### src/rtl/bg_pkg.sv
// Shared constants, FSM state type and modular-add helper for the background
// scroll controller and its address generator.
package bg_pkg;

  localparam int unsigned IMG_W   = 500;  // source image width (texels)
  localparam int unsigned IMG_H   = 500;  // source image height (texels)
  localparam int unsigned SCR_W   = 640;  // visible screen width (pixels)
  localparam int unsigned SCR_H   = 480;  // visible screen height (pixels)
  localparam int unsigned ADDR_W  = 18;   // background ROM address width
  localparam int unsigned SPEED_W = 4;    // scroll speed width
  localparam int unsigned COORD_W = 10;   // DrawX/DrawY width
  localparam int unsigned TEX_W   = 9;    // texel coordinate / scroll width
  localparam int unsigned MOD_W   = TEX_W + 1;
  localparam int unsigned PIX_W   = 4;    // palette index width

  typedef enum logic [2:0] {
    S_PIX,
    S_PADDR,
    S_PWAIT,
    S_PCAP,
    S_PACK
  } bg_state_t;

  // (a + b) mod m with a single conditional subtract; callers keep a, b < m.
  function automatic logic [TEX_W-1:0] wrap_add(input logic [TEX_W-1:0] a,
                                                input logic [TEX_W-1:0] b,
                                                input logic [MOD_W-1:0] m);
    logic [MOD_W-1:0] s;
    s = {1'b0, a} + {1'b0, b};
    return (s >= m) ? TEX_W'(s - m) : TEX_W'(s);
  endfunction

endpackage

### src/rtl/bg_probe_if.sv
// Probe handshake between the collision/probe requester and the controller.
//   probe_req  : request, held by the requester until probe_ack
//   probe_x/y  : probe texel column (screen-relative, pre-scroll) and row
//   probe_ack  : one-cycle pulse, probe_data valid in the same cycle
//   probe_data : palette index at the probe point
interface bg_probe_if;
  import bg_pkg::*;

  logic             probe_req;
  logic [TEX_W-1:0] probe_x;
  logic [TEX_W-1:0] probe_y;
  logic             probe_ack;
  logic [PIX_W-1:0] probe_data;

  modport master (output probe_req, probe_x, probe_y,
                  input  probe_ack, probe_data);

  modport slave  (input  probe_req, probe_x, probe_y,
                  output probe_ack, probe_data);
endinterface

### src/rtl/bg_addr_gen.sv
// Scale, scroll and linearise a texel coordinate into a registered ROM address.
//   clk, rst      : clock, synchronous active-high reset
//   load          : capture a new address (otherwise hold)
//   sel           : 0 = pixel path (draw_x/draw_y), 1 = probe path
//   draw_x/draw_y : screen pixel coordinate
//   probe_x/y     : probe texel coordinate
//   scroll        : horizontal scroll offset applied to the column
//   addr          : registered ROM address
module bg_addr_gen
  import bg_pkg::*;
(
  input  logic               clk,
  input  logic               rst,
  input  logic               load,
  input  logic               sel,
  input  logic [COORD_W-1:0] draw_x,
  input  logic [COORD_W-1:0] draw_y,
  input  logic [TEX_W-1:0]   probe_x,
  input  logic [TEX_W-1:0]   probe_y,
  input  logic [TEX_W-1:0]   scroll,
  output logic [ADDR_W-1:0]  addr
);

  localparam int unsigned MUL_W = 20;

  logic [MUL_W-1:0] x_div, y_div;
  logic [TEX_W-1:0] x_tex, y_tex, col, row, sx;

  always_comb begin
    x_div = (MUL_W'(draw_x) * MUL_W'(IMG_W)) / MUL_W'(SCR_W);
    y_div = (MUL_W'(draw_y) * MUL_W'(IMG_H)) / MUL_W'(SCR_H);
    // Blanking-region coordinates scale past the image; clamp so the
    // address stays inside the ROM (those pixels are zeroed downstream).
    x_tex = (x_div >= MUL_W'(IMG_W)) ? TEX_W'(IMG_W - 1) : TEX_W'(x_div);
    y_tex = (y_div >= MUL_W'(IMG_H)) ? TEX_W'(IMG_H - 1) : TEX_W'(y_div);
    col   = sel ? probe_x : x_tex;
    row   = sel ? probe_y : y_tex;
    sx    = wrap_add(col, scroll, MOD_W'(IMG_W));
  end

  always_ff @(posedge clk) begin
    if (rst) begin
      addr <= '0;
    end else if (load) begin
      addr <= ADDR_W'(row) * ADDR_W'(IMG_W) + ADDR_W'(sx);
    end
  end

endmodule

### src/rtl/background_scroll_ctrl.sv
// Background ROM access sequencer: scaled/scrolled pixel addressing for the
// VGA path, probe reads during blanking, per-frame scroll update.
// Latency DrawX/DrawY -> pix_index is 3 cycles (address reg, ROM, output reg).
//   vga_clk, Reset : pixel clock, synchronous active-high reset
//   DrawX, DrawY   : current pixel; blank = 1 during active video
//   frame_tick     : once-per-frame pulse; pause freezes scroll; speed = step
//   probe          : probe handshake (slave side)
//   rom_address    : to background_rom; rom_q = 1-cycle synchronous read data
//   pix_index      : palette index for the pixel path
//   scroll_x       : committed scroll offset
module background_scroll_ctrl
  import bg_pkg::*;
(
  input  logic               vga_clk,
  input  logic               Reset,
  input  logic [COORD_W-1:0] DrawX,
  input  logic [COORD_W-1:0] DrawY,
  input  logic               blank,
  input  logic               frame_tick,
  input  logic               pause,
  input  logic [SPEED_W-1:0] speed,
  bg_probe_if.slave          probe,
  output logic [ADDR_W-1:0]  rom_address,
  input  logic [PIX_W-1:0]   rom_q,
  output logic [PIX_W-1:0]   pix_index,
  output logic [TEX_W-1:0]   scroll_x
);

  bg_state_t        state;
  logic [TEX_W-1:0] scroll_cur;
  logic [TEX_W-1:0] scroll_next_c;
  logic             vis_q1, vis_q2;
  logic             probe_y_bad_c, probe_sel_c, addr_load_c;

  assign probe_y_bad_c = probe.probe_y >= TEX_W'(IMG_H);
  assign probe_sel_c   = (state == S_PADDR) && !blank;
  // Active video always reclaims the ROM; otherwise the probe address is held
  // through its read, and an out-of-range probe issues nothing.
  assign addr_load_c   = blank || !(((state == S_PADDR) && probe_y_bad_c) ||
                                    (state == S_PWAIT) || (state == S_PCAP));
  assign scroll_next_c = wrap_add(scroll_x, TEX_W'(speed), MOD_W'(IMG_W));

  bg_addr_gen u_addr_gen (
    .clk     (vga_clk),
    .rst     (Reset),
    .load    (addr_load_c),
    .sel     (probe_sel_c),
    .draw_x  (DrawX),
    .draw_y  (DrawY),
    .probe_x (probe.probe_x),
    .probe_y (probe.probe_y),
    .scroll  (scroll_cur),
    .addr    (rom_address)
  );

  // Scroll commits only at frame_tick, so scroll_cur is stable all frame.
  always_ff @(posedge vga_clk) begin
    if (Reset) begin
      scroll_x   <= '0;
      scroll_cur <= '0;
    end else if (frame_tick && !pause) begin
      scroll_x   <= scroll_next_c;
      scroll_cur <= scroll_next_c;
    end
  end

  // Pixel output; visibility flag travels alongside the address and ROM read.
  always_ff @(posedge vga_clk) begin
    if (Reset) begin
      vis_q1    <= 1'b0;
      vis_q2    <= 1'b0;
      pix_index <= '0;
    end else begin
      vis_q1    <= blank;
      vis_q2    <= vis_q1;
      pix_index <= vis_q2 ? rom_q : '0;
    end
  end

  // Probe FSM: runs only in blanking, aborts silently when video resumes.
  always_ff @(posedge vga_clk) begin
    if (Reset) begin
      state            <= S_PIX;
      probe.probe_ack  <= 1'b0;
      probe.probe_data <= '0;
    end else begin
      probe.probe_ack <= 1'b0;
      unique case (state)
        S_PIX: begin
          if (!blank && probe.probe_req) state <= S_PADDR;
        end
        S_PADDR: begin
          if (blank) begin
            state <= S_PIX;
          end else if (probe_y_bad_c) begin
            probe.probe_data <= '0;
            probe.probe_ack  <= probe.probe_req;
            state            <= S_PACK;
          end else begin
            state <= S_PWAIT;
          end
        end
        S_PWAIT: begin
          state <= blank ? S_PIX : S_PCAP;
        end
        S_PCAP: begin
          if (blank) begin
            state <= S_PIX;
          end else begin
            probe.probe_data <= rom_q;
            probe.probe_ack  <= probe.probe_req;
            state            <= S_PACK;
          end
        end
        S_PACK: begin
          state <= S_PIX;
        end
        default: begin
          state <= S_PIX;
        end
      endcase
    end
  end

endmodule
### src/flat_wrapper.sv
// flat-port wrapper written by rule: the top's interface ports become plain ports
module background_scroll_ctrl_flat import bg_pkg::*;
  (vga_clk, Reset, DrawX, DrawY, blank, frame_tick, pause, speed, rom_address, rom_q, pix_index, scroll_x, probe_probe_req, probe_probe_x, probe_probe_y, probe_probe_ack, probe_probe_data);
  bg_probe_if probe_i ();
  input  logic vga_clk;
  input  logic Reset;
  input  logic [COORD_W-1:0] DrawX;
  input  logic [COORD_W-1:0] DrawY;
  input  logic blank;
  input  logic frame_tick;
  input  logic pause;
  input  logic [SPEED_W-1:0] speed;
  output logic [ADDR_W-1:0] rom_address;
  input  logic [PIX_W-1:0] rom_q;
  output logic [PIX_W-1:0] pix_index;
  output logic [TEX_W-1:0] scroll_x;
  input wire logic [$bits(probe_i.probe_req)-1:0] probe_probe_req;
  input wire logic [$bits(probe_i.probe_x)-1:0] probe_probe_x;
  input wire logic [$bits(probe_i.probe_y)-1:0] probe_probe_y;
  output wire logic [$bits(probe_i.probe_ack)-1:0] probe_probe_ack;
  output wire logic [$bits(probe_i.probe_data)-1:0] probe_probe_data;
  assign probe_i.probe_req = probe_probe_req;
  assign probe_i.probe_x = probe_probe_x;
  assign probe_i.probe_y = probe_probe_y;
  assign probe_probe_ack = probe_i.probe_ack;
  assign probe_probe_data = probe_i.probe_data;
  background_scroll_ctrl u_core (.vga_clk(vga_clk), .Reset(Reset), .DrawX(DrawX), .DrawY(DrawY), .blank(blank), .frame_tick(frame_tick), .pause(pause), .speed(speed), .probe(probe_i), .rom_address(rom_address), .rom_q(rom_q), .pix_index(pix_index), .scroll_x(scroll_x));
endmodule
### config.mk
export PLATFORM = sky130hd
export DESIGN_NAME = background_scroll_ctrl_flat
export DESIGN_NICKNAME = d
export VERILOG_FILES = /design/src/rtl/bg_pkg.sv /design/src/rtl/bg_probe_if.sv /design/src/rtl/bg_addr_gen.sv /design/src/rtl/background_scroll_ctrl.sv /design/src/flat_wrapper.sv
export SDC_FILE = /design/constraint.sdc
export NUM_CORES = 1
export LEC_CHECK = 0
export CORE_ASPECT_RATIO = 1.5
export CORE_MARGIN = 4
export CORE_UTILIZATION = 60
export DETAILED_ROUTE_END_ITERATION = 8
export MAX_ROUTING_LAYER = met4
export PLACE_DENSITY = 0.92
export SYNTH_ARGS = -nofsm -noshare
export SYNTH_HDL_FRONTEND = slang
export SYNTH_SLANG_ARGS = --single-unit
export TNS_END_PERCENT = 30
### constraint.sdc
create_clock -name vga_clk -period 21.4 [get_ports vga_clk]
set_clock_uncertainty 0.05 [all_clocks]
set_input_delay 2.14 -clock vga_clk [delete_from_list [all_inputs] [get_ports vga_clk]]
set_output_delay 2.14 -clock vga_clk [all_outputs]
set_load 0.03 [all_outputs]
==> run_results.csv <==
group,metric,value,unit
status,status,"complete, no violations",
critical_path,end_kind,"flip-flop",
grt,grt_pass1_vias,11600,
synth,synth_top_area_share,15.2,%
final_layout,drive_gt1_share,5.57,%
placed_design,portBuffers,87,
final_layout,diodes,0,
final_layout,final_nets,1848,
synth,synth_area_leaders,"ha_1 15%, fa_1 14%, dfxtp_1 6.8%",
critical_path,ff2ff_setup_slack,14.33,ns
floorplan,die_h,182,um
cts,cts.sinks,41,
placed_design,dpl.cell_count,1815,
synth,ys_types,117,
cts,ctsHtreeMaxLevel,2,
sta,worst_slew_pin_slew,1.25,ns
synth,synth_edf_count,0,
sta,maxSlewHeadroom,15.9,%
cts,post_cts_buffers,0,
synth,yosys-top-cells-count,"167 x inv_1, 147 x ha_1, 112 x a21oi_1",
critical_path,slowest_stage,"a211oi_1",
cts,postCtsHoldBufs,0,
cts,clkLatencyLatePin,0.30,ns
cts,path_clk_slew,0.06,ns
final_layout,syn2layout_area_growth,9.76,%
floorplan,ios,88,
placed_design,globalplace.congestion,0.966,
grt,grt_pass1_wl,52400,um
synth,synth_top_area_cell,"ha_1",
synth,synth.avg_cell_area,8.04,sq um
grt,overflow,0,
critical_path,crit_type,"input pin to flip-flop",
hold_path,hold_path_class,"flip-flop to flip-flop",
sta,fmax,0.0504,GHz
detailed_routing,drt-vias-per-instance,6.41,
final_layout,layoutNonFillerInstCount,1823,
critical_path,cp_max_fo,12,
critical_path,r2r_cells,29,
sta,hold_viol_final,0,
floorplan,rows,63,
cts,cts_resized,0,
placed_design,dpl.hpwl,26800,um
synth,netlist_instances,1510,
sta,grt_setup_unrepaired,"false",
detailed_routing,drt_first_iter_violations,747,
critical_path,slowest_delay,1.01,ns
sta,setup_viol,0,
cts,cts_root_buf,"clkbuf_16",
detailed_routing,ant_nets,0,
synth,synth_nets,1796,
floorplan,core-area,19900,sq um
sta,timing.final.crit_period,19.83,ns
floorplan,initial_core_util,61.1,%
detailed_routing,route.detailed.drc,0,
grt,antenna_found_initial,0,
grt,grt_max_degree,39,
detailed_routing,wl,32100,um
floorplan,die_w,124,um
synth,ys_ff_latch,41,
sta,fin_crit_sh,92.7,%
cts,cts_tree,"done",
critical_path,worst_path_most_repeated_cell,"fa_1",
detailed_routing,drt-pass1-iter-count,7,
synth,yosysSeqAreaShare,6.76,%
sta,finalSetupTns,0,ns
critical_path,cp_top_family,"compound AO/OA/AOI/OAI gates",
synth,async_flop_share,0,%
critical_path,critPathLaunchType,"input pin",
cts,cts_buffer_depth,2,
cts,cts_buffers,5,
floorplan,die_area,22600,sq um
synth,synth_most_common_cell,"inv_1",
critical_path,crit_buf_inv,5,
run,cap_viol_max_count,0,
synth,yosysWarnings,0,
grt,grtUsageTotal,28.6,%
synth,syn_area,12100,sq um
hold_path,hold_depth,2,
critical_path,cp.depth,56,
detailed_routing,vias,11700,
synth,synth_flop_cell,"dfxtp_1",
detailed_routing,post_drt_wl_per_cell,17.6,um
critical_path,crit_arrival,19.99,ns
critical_path,required,21.55,ns
sta,drv_slew,0,
## placed cells by master (no fill, tap or decap), types with 11 or more instances in the layout
cell	netlist	final
inv_1	167	167
ha_1	147	147
a21oi_1	112	112
nor2_1	95	95
nand2_1	95	95
fa_1	87	87
clkdlybuf4s50_1	0	87
xnor2_1	78	78
o21ai_0	51	51
nand3_1	47	47
dfxtp_1	41	41
a211oi_1	31	31
a21o_1	31	31
xor2_1	31	31
nor3_1	29	29
o21bai_1	28	28
and2_1	21	21
nand2b_1	19	19
and3_1	19	19
o211ai_1	17	17
nand4_1	15	15
a31oi_1	15	15
mux2i_1	14	14
nor4_1	13	13
or3_1	11	11
## kinds of logic after synthesis
kind of cell,count (synthesis),share of synthesized area (%)
AOI/OAI and AO/OA,447,26.7
muxes,27,2.52
buffers and inverters,213,6.92
adders and majority gates,240,30.0
DFF,41,6.76
xor gates and xnor gates,112,8.27
and+or+nand+nor,430,18.8
## area by class of cell
| class | count | area, sq um |
|---|---|---|
| repair buffers | 91 | 901 |
| clock inverters | 3 | 46.3 |
| multi-input cells | 1256 | 10500 |
| clock buffers | 5 | 125 |
| flip-flops and latches | 41 | 821 |
| fillers | 1574 | 6540 |
| well taps | 260 | 325 |
| inverters | 167 | 627 |
## path summary, 6_finish.rpt
path	start	to
min	u_core.u_addr_gen.addr[0]$_SDFFE_PP0P_	u_core.u_addr_gen.addr[0]$_SDFFE_PP0P_
max	DrawY[7]	u_core.u_addr_gen.addr[16]$_SDFFE_PP0P_
max reg2reg	u_core.state[2]$_SDFFE_PP0P_	u_core.u_addr_gen.addr[16]$_SDFFE_PP0P_
min reg2reg	u_core.u_addr_gen.addr[0]$_SDFFE_PP0P_	u_core.u_addr_gen.addr[0]$_SDFFE_PP0P_
## sequential cells by signal (all words and copies together) (netlist names)
signal,flops
u_core.u_addr_gen.addr,18
u_core.scroll_x,9
u_core.pix_index,4
u_core.probe.probe_data,4
u_core.state,3
u_core.probe.probe_ack,1
u_core.vis_q1,1
u_core.vis_q2,1
## per-stage QoR
step | hold WS [ns] | setup WS [ns] | utilization (%) | instance area [sq um]
global route | 0.424 | 0.469 | 67.1 | 13300
floorplan | 0.364 | 4.49 | - | 12100
CTS | 0.405 | 1.84 | 67.1 | 13300
global placement | 0.373 | 2.03 | 66.2 | 13100
finish | 0.406 | 1.57 | 67.1 | 13300
detailed placement | 0.396 | 1.58 | 66.2 | 13100
## worst register-to-register path, delay by kind of cell (launching register included)
family	cells	cell delay [ns]
and+or+nand+nor	7	1.81
adders and majority gates	6	2.24
xor gates and xnor gates	3	0.50
AOI/OAI and AO/OA	10	1.78
DFF	1	0.42
buffers and inverters	3	0.18
## metal layers
layer / track usage, % / wire [um]
met5: - / 0
met4: 16.1 / 1850
met3: 2.85 / 1730
met2: 52.4 / 16800
met1: 28.9 / 11700
Power is not shown: default switching activity piles up to over one toggle a cycle in this logic, so the estimate is an artifact.
